**config.mk**
```make
export PLATFORM = sky130hd
export DESIGN_NAME = uart_tx_cfg
export DESIGN_NICKNAME = d
export VERILOG_FILES = /design/src/rtl/uart_pkg.sv /design/src/rtl/uart_baud_gen.sv /design/src/rtl/uart_tx_cfg.sv
export SDC_FILE = /design/constraint.sdc
export NUM_CORES = 1
export LEC_CHECK = 0
export CAP_MARGIN = 40
export CORE_MARGIN = 2
export CORE_UTILIZATION = 40
export DETAILED_ROUTE_END_ITERATION = 7
export DONT_BUFFER_PORTS = 1
export PLACE_DENSITY = 0.64
export SLEW_MARGIN = 20
export SYNTH_ARGS = -nofsm -noshare
export SYNTH_HDL_FRONTEND = slang
export SYNTH_SLANG_ARGS = --single-unit
```
**constraint.sdc**
```tcl
create_clock -name clk -period 2 [get_ports clk]
set_input_delay 0.2 -clock clk [delete_from_list [all_inputs] [get_ports clk]]
set_output_delay 0.2 -clock clk [all_outputs]
set_load 0.02 [all_outputs]
```
**src/rtl/uart_pkg.sv**
```systemverilog
// Shared UART definitions: parity modes, transmitter FSM encoding and the
// baud divisor helper used by both the transmitter and the future receiver.
package uart_pkg;

    // Parity mode selector values
    localparam int PARITY_NONE = 0;
    localparam int PARITY_ODD  = 1;
    localparam int PARITY_EVEN = 2;

    // Transmitter FSM encoding
    typedef logic [2:0] state_t;

    localparam logic [2:0] ST_IDLE   = 3'd0;
    localparam logic [2:0] ST_START  = 3'd1;
    localparam logic [2:0] ST_DATA   = 3'd2;
    localparam logic [2:0] ST_PARITY = 3'd3;
    localparam logic [2:0] ST_STOP   = 3'd4;

    // Clock cycles per bit period; the fractional part is dropped.
    function automatic int div(input int clk_freq, input int baud_rate);
        return clk_freq / baud_rate;
    endfunction

endpackage

```
**src/rtl/uart_baud_gen.sv**
```systemverilog
// Bit-period timer. Counts 0..BAUD_DIV-1 and wraps; tick is registered and
// high during the last cycle of each bit period. clear restarts the period
// so that the next bit period begins on the following cycle.
module uart_baud_gen #(
    parameter int BAUD_DIV = 434
) (
    input  logic clk,
    input  logic rst,
    input  logic clear,
    output logic tick
);

    localparam int            CW   = (BAUD_DIV > 1) ? $clog2(BAUD_DIV) : 1;
    localparam logic [CW-1:0] LAST = CW'(BAUD_DIV - 1);

    logic [CW-1:0] cnt_q, cnt_d;
    logic          tick_q, tick_d;

    // Next count and the tick that marks the final cycle of the period
    always_comb begin
        if (clear) begin
            cnt_d = '0;
        end else if (cnt_q == LAST) begin
            cnt_d = '0;
        end else begin
            cnt_d = cnt_q + 1'b1;
        end
        tick_d = (cnt_d == LAST);
    end

    // Counter and tick registers
    always_ff @(posedge clk) begin
        if (rst) begin
            cnt_q  <= '0;
            tick_q <= 1'b0;
        end else begin
            cnt_q  <= cnt_d;
            tick_q <= tick_d;
        end
    end

    assign tick = tick_q;

endmodule

```
**src/rtl/uart_tx_cfg.sv**
```systemverilog
// Configurable UART transmitter: DATA_BITS payload (LSB first), optional odd
// or even parity, one or two stop bits, valid/ready input handshake.
//
// Handshake: a frame is transferred on a rising edge where tx_valid and
// tx_ready are both high; tx_data is captured at that edge. tx_ready is high
// only while idle, so tx_valid/tx_data are ignored for the rest of the frame.
// tx_ready rises together with the tx_done pulse, letting a source that keeps
// tx_valid high start the next frame after a single idle-high cycle.
module uart_tx_cfg
    import uart_pkg::*;
#(
    parameter int CLK_FREQ  = 50000000,
    parameter int BAUD_RATE = 115200,
    parameter int DATA_BITS = 8,
    parameter int PARITY    = 0,
    parameter int STOP_BITS = 1
) (
    input  logic                 clk,
    input  logic                 rst,
    input  logic                 tx_valid,
    output logic                 tx_ready,
    input  logic [DATA_BITS-1:0] tx_data,
    output logic                 tx_out,
    output logic                 tx_busy,
    output logic                 tx_done,
    output logic                 baud_tick
);

    localparam int         BAUD_DIV   = div(CLK_FREQ, BAUD_RATE);
    localparam bit         HAS_PARITY = (PARITY != PARITY_NONE);
    localparam logic [3:0] LAST_BIT   = 4'(DATA_BITS - 1);
    localparam logic       LAST_STOP  = 1'(STOP_BITS - 1);

    // Reject configurations the frame logic cannot produce
    if (BAUD_DIV < 2) begin : g_bad_baud_div
        $error("uart_tx_cfg: CLK_FREQ/BAUD_RATE must be at least 2");
    end
    if (DATA_BITS < 5 || DATA_BITS > 9) begin : g_bad_data_bits
        $error("uart_tx_cfg: DATA_BITS must be in 5..9");
    end
    if (PARITY != PARITY_NONE && PARITY != PARITY_ODD && PARITY != PARITY_EVEN) begin : g_bad_parity
        $error("uart_tx_cfg: PARITY must be 0 (none), 1 (odd) or 2 (even)");
    end
    if (STOP_BITS != 1 && STOP_BITS != 2) begin : g_bad_stop_bits
        $error("uart_tx_cfg: STOP_BITS must be 1 or 2");
    end

    state_t               state_q, state_d;
    logic [DATA_BITS-1:0] shift_q, shift_d;
    logic [3:0]           bit_idx_q, bit_idx_d;
    logic                 stop_idx_q, stop_idx_d;
    logic                 parity_q, parity_d;
    logic                 tx_out_q, tx_out_d;
    logic                 tx_done_q, tx_done_d;
    logic                 tx_ready_q, tx_ready_d;
    logic                 tx_busy_q, tx_busy_d;

    logic                 xfer;
    logic                 bit_tick;
    logic                 par_calc;

    // A frame is accepted only while idle
    assign xfer = tx_valid && tx_ready_q;

    // Odd parity makes the total count of ones odd, even makes it even
    assign par_calc = (PARITY == PARITY_ODD) ? ~^tx_data : ^tx_data;

    // Bit period restarts on every accepted frame so the start bit is full length
    uart_baud_gen #(
        .BAUD_DIV (BAUD_DIV)
    ) u_baud_gen (
        .clk   (clk),
        .rst   (rst),
        .clear (xfer),
        .tick  (bit_tick)
    );

    // Frame sequencing; the line value for the next bit is decided here so tx_out is a flop
    always_comb begin
        state_d    = state_q;
        shift_d    = shift_q;
        bit_idx_d  = bit_idx_q;
        stop_idx_d = stop_idx_q;
        parity_d   = parity_q;
        tx_out_d   = tx_out_q;
        tx_done_d  = 1'b0;

        case (state_q)
            ST_IDLE: begin
                tx_out_d = 1'b1;
                if (xfer) begin
                    shift_d    = tx_data;
                    parity_d   = par_calc;
                    bit_idx_d  = 4'd0;
                    stop_idx_d = 1'b0;
                    tx_out_d   = 1'b0;
                    state_d    = ST_START;
                end
            end

            ST_START: begin
                if (bit_tick) begin
                    tx_out_d = shift_q[0];
                    state_d  = ST_DATA;
                end
            end

            ST_DATA: begin
                if (bit_tick) begin
                    if (bit_idx_q == LAST_BIT) begin
                        if (HAS_PARITY) begin
                            tx_out_d = parity_q;
                            state_d  = ST_PARITY;
                        end else begin
                            tx_out_d   = 1'b1;
                            stop_idx_d = 1'b0;
                            state_d    = ST_STOP;
                        end
                    end else begin
                        // shift_q[0] is on the line now; the next bit is shift_q[1]
                        tx_out_d  = shift_q[1];
                        shift_d   = shift_q >> 1;
                        bit_idx_d = bit_idx_q + 4'd1;
                    end
                end
            end

            ST_PARITY: begin
                if (bit_tick) begin
                    tx_out_d   = 1'b1;
                    stop_idx_d = 1'b0;
                    state_d    = ST_STOP;
                end
            end

            ST_STOP: begin
                tx_out_d = 1'b1;
                if (bit_tick) begin
                    if (stop_idx_q == LAST_STOP) begin
                        tx_done_d = 1'b1;
                        state_d   = ST_IDLE;
                    end else begin
                        stop_idx_d = stop_idx_q + 1'b1;
                    end
                end
            end

            default: begin
                tx_out_d = 1'b1;
                state_d  = ST_IDLE;
            end
        endcase

        tx_ready_d = (state_d == ST_IDLE);
        tx_busy_d  = ~tx_ready_d;
    end

    // State and registered outputs; reset idles the line high and drops any frame
    always_ff @(posedge clk) begin
        if (rst) begin
            state_q    <= ST_IDLE;
            shift_q    <= '0;
            bit_idx_q  <= 4'd0;
            stop_idx_q <= 1'b0;
            parity_q   <= 1'b0;
            tx_out_q   <= 1'b1;
            tx_done_q  <= 1'b0;
            tx_ready_q <= 1'b1;
            tx_busy_q  <= 1'b0;
        end else begin
            state_q    <= state_d;
            shift_q    <= shift_d;
            bit_idx_q  <= bit_idx_d;
            stop_idx_q <= stop_idx_d;
            parity_q   <= parity_d;
            tx_out_q   <= tx_out_d;
            tx_done_q  <= tx_done_d;
            tx_ready_q <= tx_ready_d;
            tx_busy_q  <= tx_busy_d;
        end
    end

    assign tx_out    = tx_out_q;
    assign tx_done   = tx_done_q;
    assign tx_ready  = tx_ready_q;
    assign tx_busy   = tx_busy_q;
    assign baud_tick = bit_tick;

endmodule

```
==> flow_metrics.env <==
export IMPL_worst_ep_required_time_ns=2.24
export IMPL_drt_met1_wl_mm=1.34
export IMPL_synth_cell_types=43
export IMPL_clock_h_tree_levels=2
export IMPL_grt_antenna_before_repair=0
export IMPL_cellPowerDensity_nw_per_um2=845
export IMPL_synth_top_family_by_area="compound AO/OA/AOI/OAI gates"
export IMPL_finalWorstPathRequiredPeriod_ns=1.71
export IMPL_clk_pin_slew_ns=0.09
export IMPL_vias_per_cell=5.48
export IMPL_seq_area_frac_synth_pct=40.9
export IMPL_detailedPlacementHpwl_mm=1.94
export IMPL_cts_inserted_buffers=5
export IMPL_grt_first_pass_wirelength_mm=4.82
export IMPL_grt_overflow_total=0
export IMPL_track_usage_pct=15.2
export IMPL_ys_async_sr_fraction_pct=0
export IMPL_met2_wirelength_mm=1.22
export IMPL_cts_tree="yes"
export IMPL_final_hold_worst_slack_ns=0.0492
export IMPL_synth_warning_count=0
export IMPL_top_signal_layer_used="met4"
export IMPL_synth_fa_ha_area_share_pct=2.65
export IMPL_max_cap_viol_count=0
export IMPL_route_vias_total=1113
export IMPL_syn_inst=154
export IMPL_ys_ff_latch=29
export IMPL_avgRoutedWirePerCell_um=13.6
export IMPL_mappedNetlistArea_um2=1420
export IMPL_die_height_um=63.6
export IMPL_outcome="finished clean"
export IMPL_fin_nets=170
export IMPL_finClkSkew_ns=0.00625
export IMPL_clock_path_buffers=2
export IMPL_synth_area_per_cell_um2=9.21
export IMPL_clock_power_share_pct=39.2
export IMPL_footprint_of_the_multi_input_gates_um2=753
export IMPL_grt_pass1_vias=1054
export IMPL_share_comb_of_total_power_pct=10.4
export IMPL_finalWeightedCongestion=0.815
export IMPL_grt_start_max_net_pins=19
export IMPL_critical_path_class="reg -> reg"
export IMPL_fmax_mhz=586
export IMPL_floorplan_die_area_um2=4040
export IMPL_cts_root_buf="clkbuf_4"
export IMPL_chip_width_um=63.6
export IMPL_final_period_utilization_pct=85.3
export IMPL_part_of_the_total_power_dissipated_in_sequential_elements_pct=50.5
export IMPL_hp_class="in -> reg"
export IMPL_timing_final_hold_violations=0
export IMPL_synth_xor_xnor_area_share_pct=4.94
export IMPL_cellLeakagePower_nw=0.518
export IMPL_post_cts_resized_instances=0
export IMPL_switching_share_pct=25.0
export IMPL_filler_cell_count=352
export IMPL_endpoint_kind="flip-flop"
export IMPL_pre_repair_dr_iteration_count=4
export IMPL_timing_setup_tns_ns=0
export IMPL_boundaryPins=16
export IMPL_drtAntennaViolNets=0
export IMPL_drv_slew=0
export IMPL_dominantRegCellSynth="dfxtp_1"
export IMPL_route_detailed_drc=0
export IMPL_routed_wl_mm=2.76
export IMPL_postSynthNetCount=168
export IMPL_drt_first_iter_violations=51
export IMPL_worstMarginPinSlew_ns=0.520
export IMPL_setup_viols_final=0
export IMPL_post_route_cells_drive_above_1_share_pct=10.2
export IMPL_core_region_area_um2=3360
export IMPL_worst_skew_pair_late_latency_ns=0.33
export IMPL_count_of_flip_flops_with_a_built_in_enable_after_synthesis=0
export IMPL_worst_ep_arrival_time_ns=1.94
export IMPL_n_antenna_cell=0
export IMPL_grt_setup_unrepaired="false"
export IMPL_place_port_buffers=0
export IMPL_synth_compound_area_share_pct=21.3
export IMPL_dr_wl_met3_um=151
export IMPL_switchingPower_uw=323
export IMPL_total_setup_buffers_inserted_after_cts=0
export IMPL_max_slew_margin_rel_pct=65.2
export IMPL_ir_worst_vdd_v=0.000361
export IMPL_register_area_um2=581
export IMPL_clock_sinks=29
export IMPL_num_rows=21
export IMPL_crit_fanout=9
export IMPL_multiplexer_area_fraction_after_synthesis_pct=5.64
export IMPL_area_overhead_of_the_layout_relative_to_synthesis_pct=7.94
export IMPL_worstSetupStartpointType="flip-flop"
export IMPL_start_util_pct=42.2
export IMPL_synth_simple_gate_area_share_pct=18.5
export IMPL_internal_dissipation_uw=971
## cell usage after synthesis (5+ instances only)
library cell	number	area [um2]
nand3_1	8	40.0
xor2_1	5	43.8
mux2i_1	8	80.1
a211oi_1	9	67.6
a21oi_1	14	70.1
dfxtp_1	29	581
o21ai_0	6	30.0
nor2_1	12	45.0
nand2_1	6	22.5
## cell type report
| class | instances | share of cell area (%) |
|---|---|---|
| clock inverters | 1 | 1.96 |
| well taps | 46 | 3.76 |
| flip-flops and latches | 29 | 37.9 |
| inverters | 4 | 0.980 |
| repair buffers | 5 | 2.61 |
| multi-input cells | 111 | 49.2 |
| clock buffers | 7 | 3.59 |
## metrics by stage
step | cells | util, % | setup slack (ns) | area, um2 | power (mW)
2_1_floorplan | 154 | - | 0.417 | 1420 | 0.775
3_3_place_gp | 194 | 42.7 | 0.365 | 1440 | 0.790
3_5_place_dp | 194 | 42.7 | 0.299 | 1440 | 0.796
4_1_cts | 203 | 45.5 | 0.305 | 1530 | 1.31
5_1_grt | 203 | 45.5 | 0.109 | 1530 | 1.35
6_report | 203 | 45.5 | 0.294 | 1530 | 1.29
## power by group through the flow
| stage | Sequential, mW | Combinational (mW) | Clock (mW) |
|---|---|---|---|
| 4_1_cts | 0.654 | 0.135 | 0.520 |
| 3_3_place_gp | 0.665 | 0.125 | 0 |
| 2_1_floorplan | 0.658 | 0.117 | 0 |
| 6_report | 0.653 | 0.134 | 0.507 |
| 3_5_place_dp | 0.667 | 0.129 | 0 |
| 5_1_grt | 0.659 | 0.152 | 0.543 |
## path summary, 6_finish.rpt
kind | startpoint | to | slack, ns | cells past startpoint
worst max-delay path | bit_idx_q[0]$_SDFFE_PP0P_ | bit_idx_q[2]$_SDFFE_PP0P_ | 0.29 | 5
worst min-delay path | rst | bit_idx_q[2]$_SDFFE_PP0P_ | 0.05 | 2
worst max register to register | bit_idx_q[0]$_SDFFE_PP0P_ | bit_idx_q[2]$_SDFFE_PP0P_ | 0.29 | 5
worst min register to register | bit_idx_q[3]$_SDFFE_PP0P_ | bit_idx_q[3]$_SDFFE_PP0P_ | 0.49 | 2
## critical path, stage by stage (launching register included)
cell and delay [ns]:
dfxtp_1 0.38, ha_1 0.21, nand3b_1 0.24, a31o_2 0.39
and4_1 0.22, o21a_1 0.16
## repair_timing
item,4_1_cts,5_1_grt
hold endpoints to repair,14,0
setup endpoints to repair,0,0
hold buffers,1,0
## per-layer routing
metal / track usage, % / up-vias
met3: 5.54 / 6
met2: 23.2 / 26
met4: 7.34 / 0
li1: - / 565
met5: 0 / -
met1: 19.0 / 516
## state kept, by name (all words and copies together), names as in the netlist
name,count
u_baud_gen.tick,1
u_baud_gen.cnt_q,9
tx_busy,1
tx_ready,1
shift_q,8
tx_out,1
bit_idx_q,4
state_q,3
tx_done,1
## cells in the final DEF (no fill, tap or decap), types with 2 or more instances in the layout
cell	count
a211oi_1	9
a21oi_1	14
a31oi_1	2
and2_1	3
and4_1	2
buf_4	4
clkbuf_4	5
dfxtp_1	29
ha_1	3
inv_1	3
mux2i_1	8
nand2_1	6
nand3_1	8
nor2_1	12
nor3_1	4
o21ai_0	6
or3_1	4
xnor2_1	3
xor2_1	5
## kinds of logic (layout without fill, tap and decap cells)
group                    Yosys count  in the layout
AND/OR/NAND/NOR                   49             49
AO/OA/AOI/OAI                     43             43
flip-flops                        29             29
buffers and inverters             14             17
XOR/XNOR                           8              8
multiplexers                       8              8
adder cells (fa/ha/maj)            3              3
Note: power is estimated with default switching activity, not from simulation.
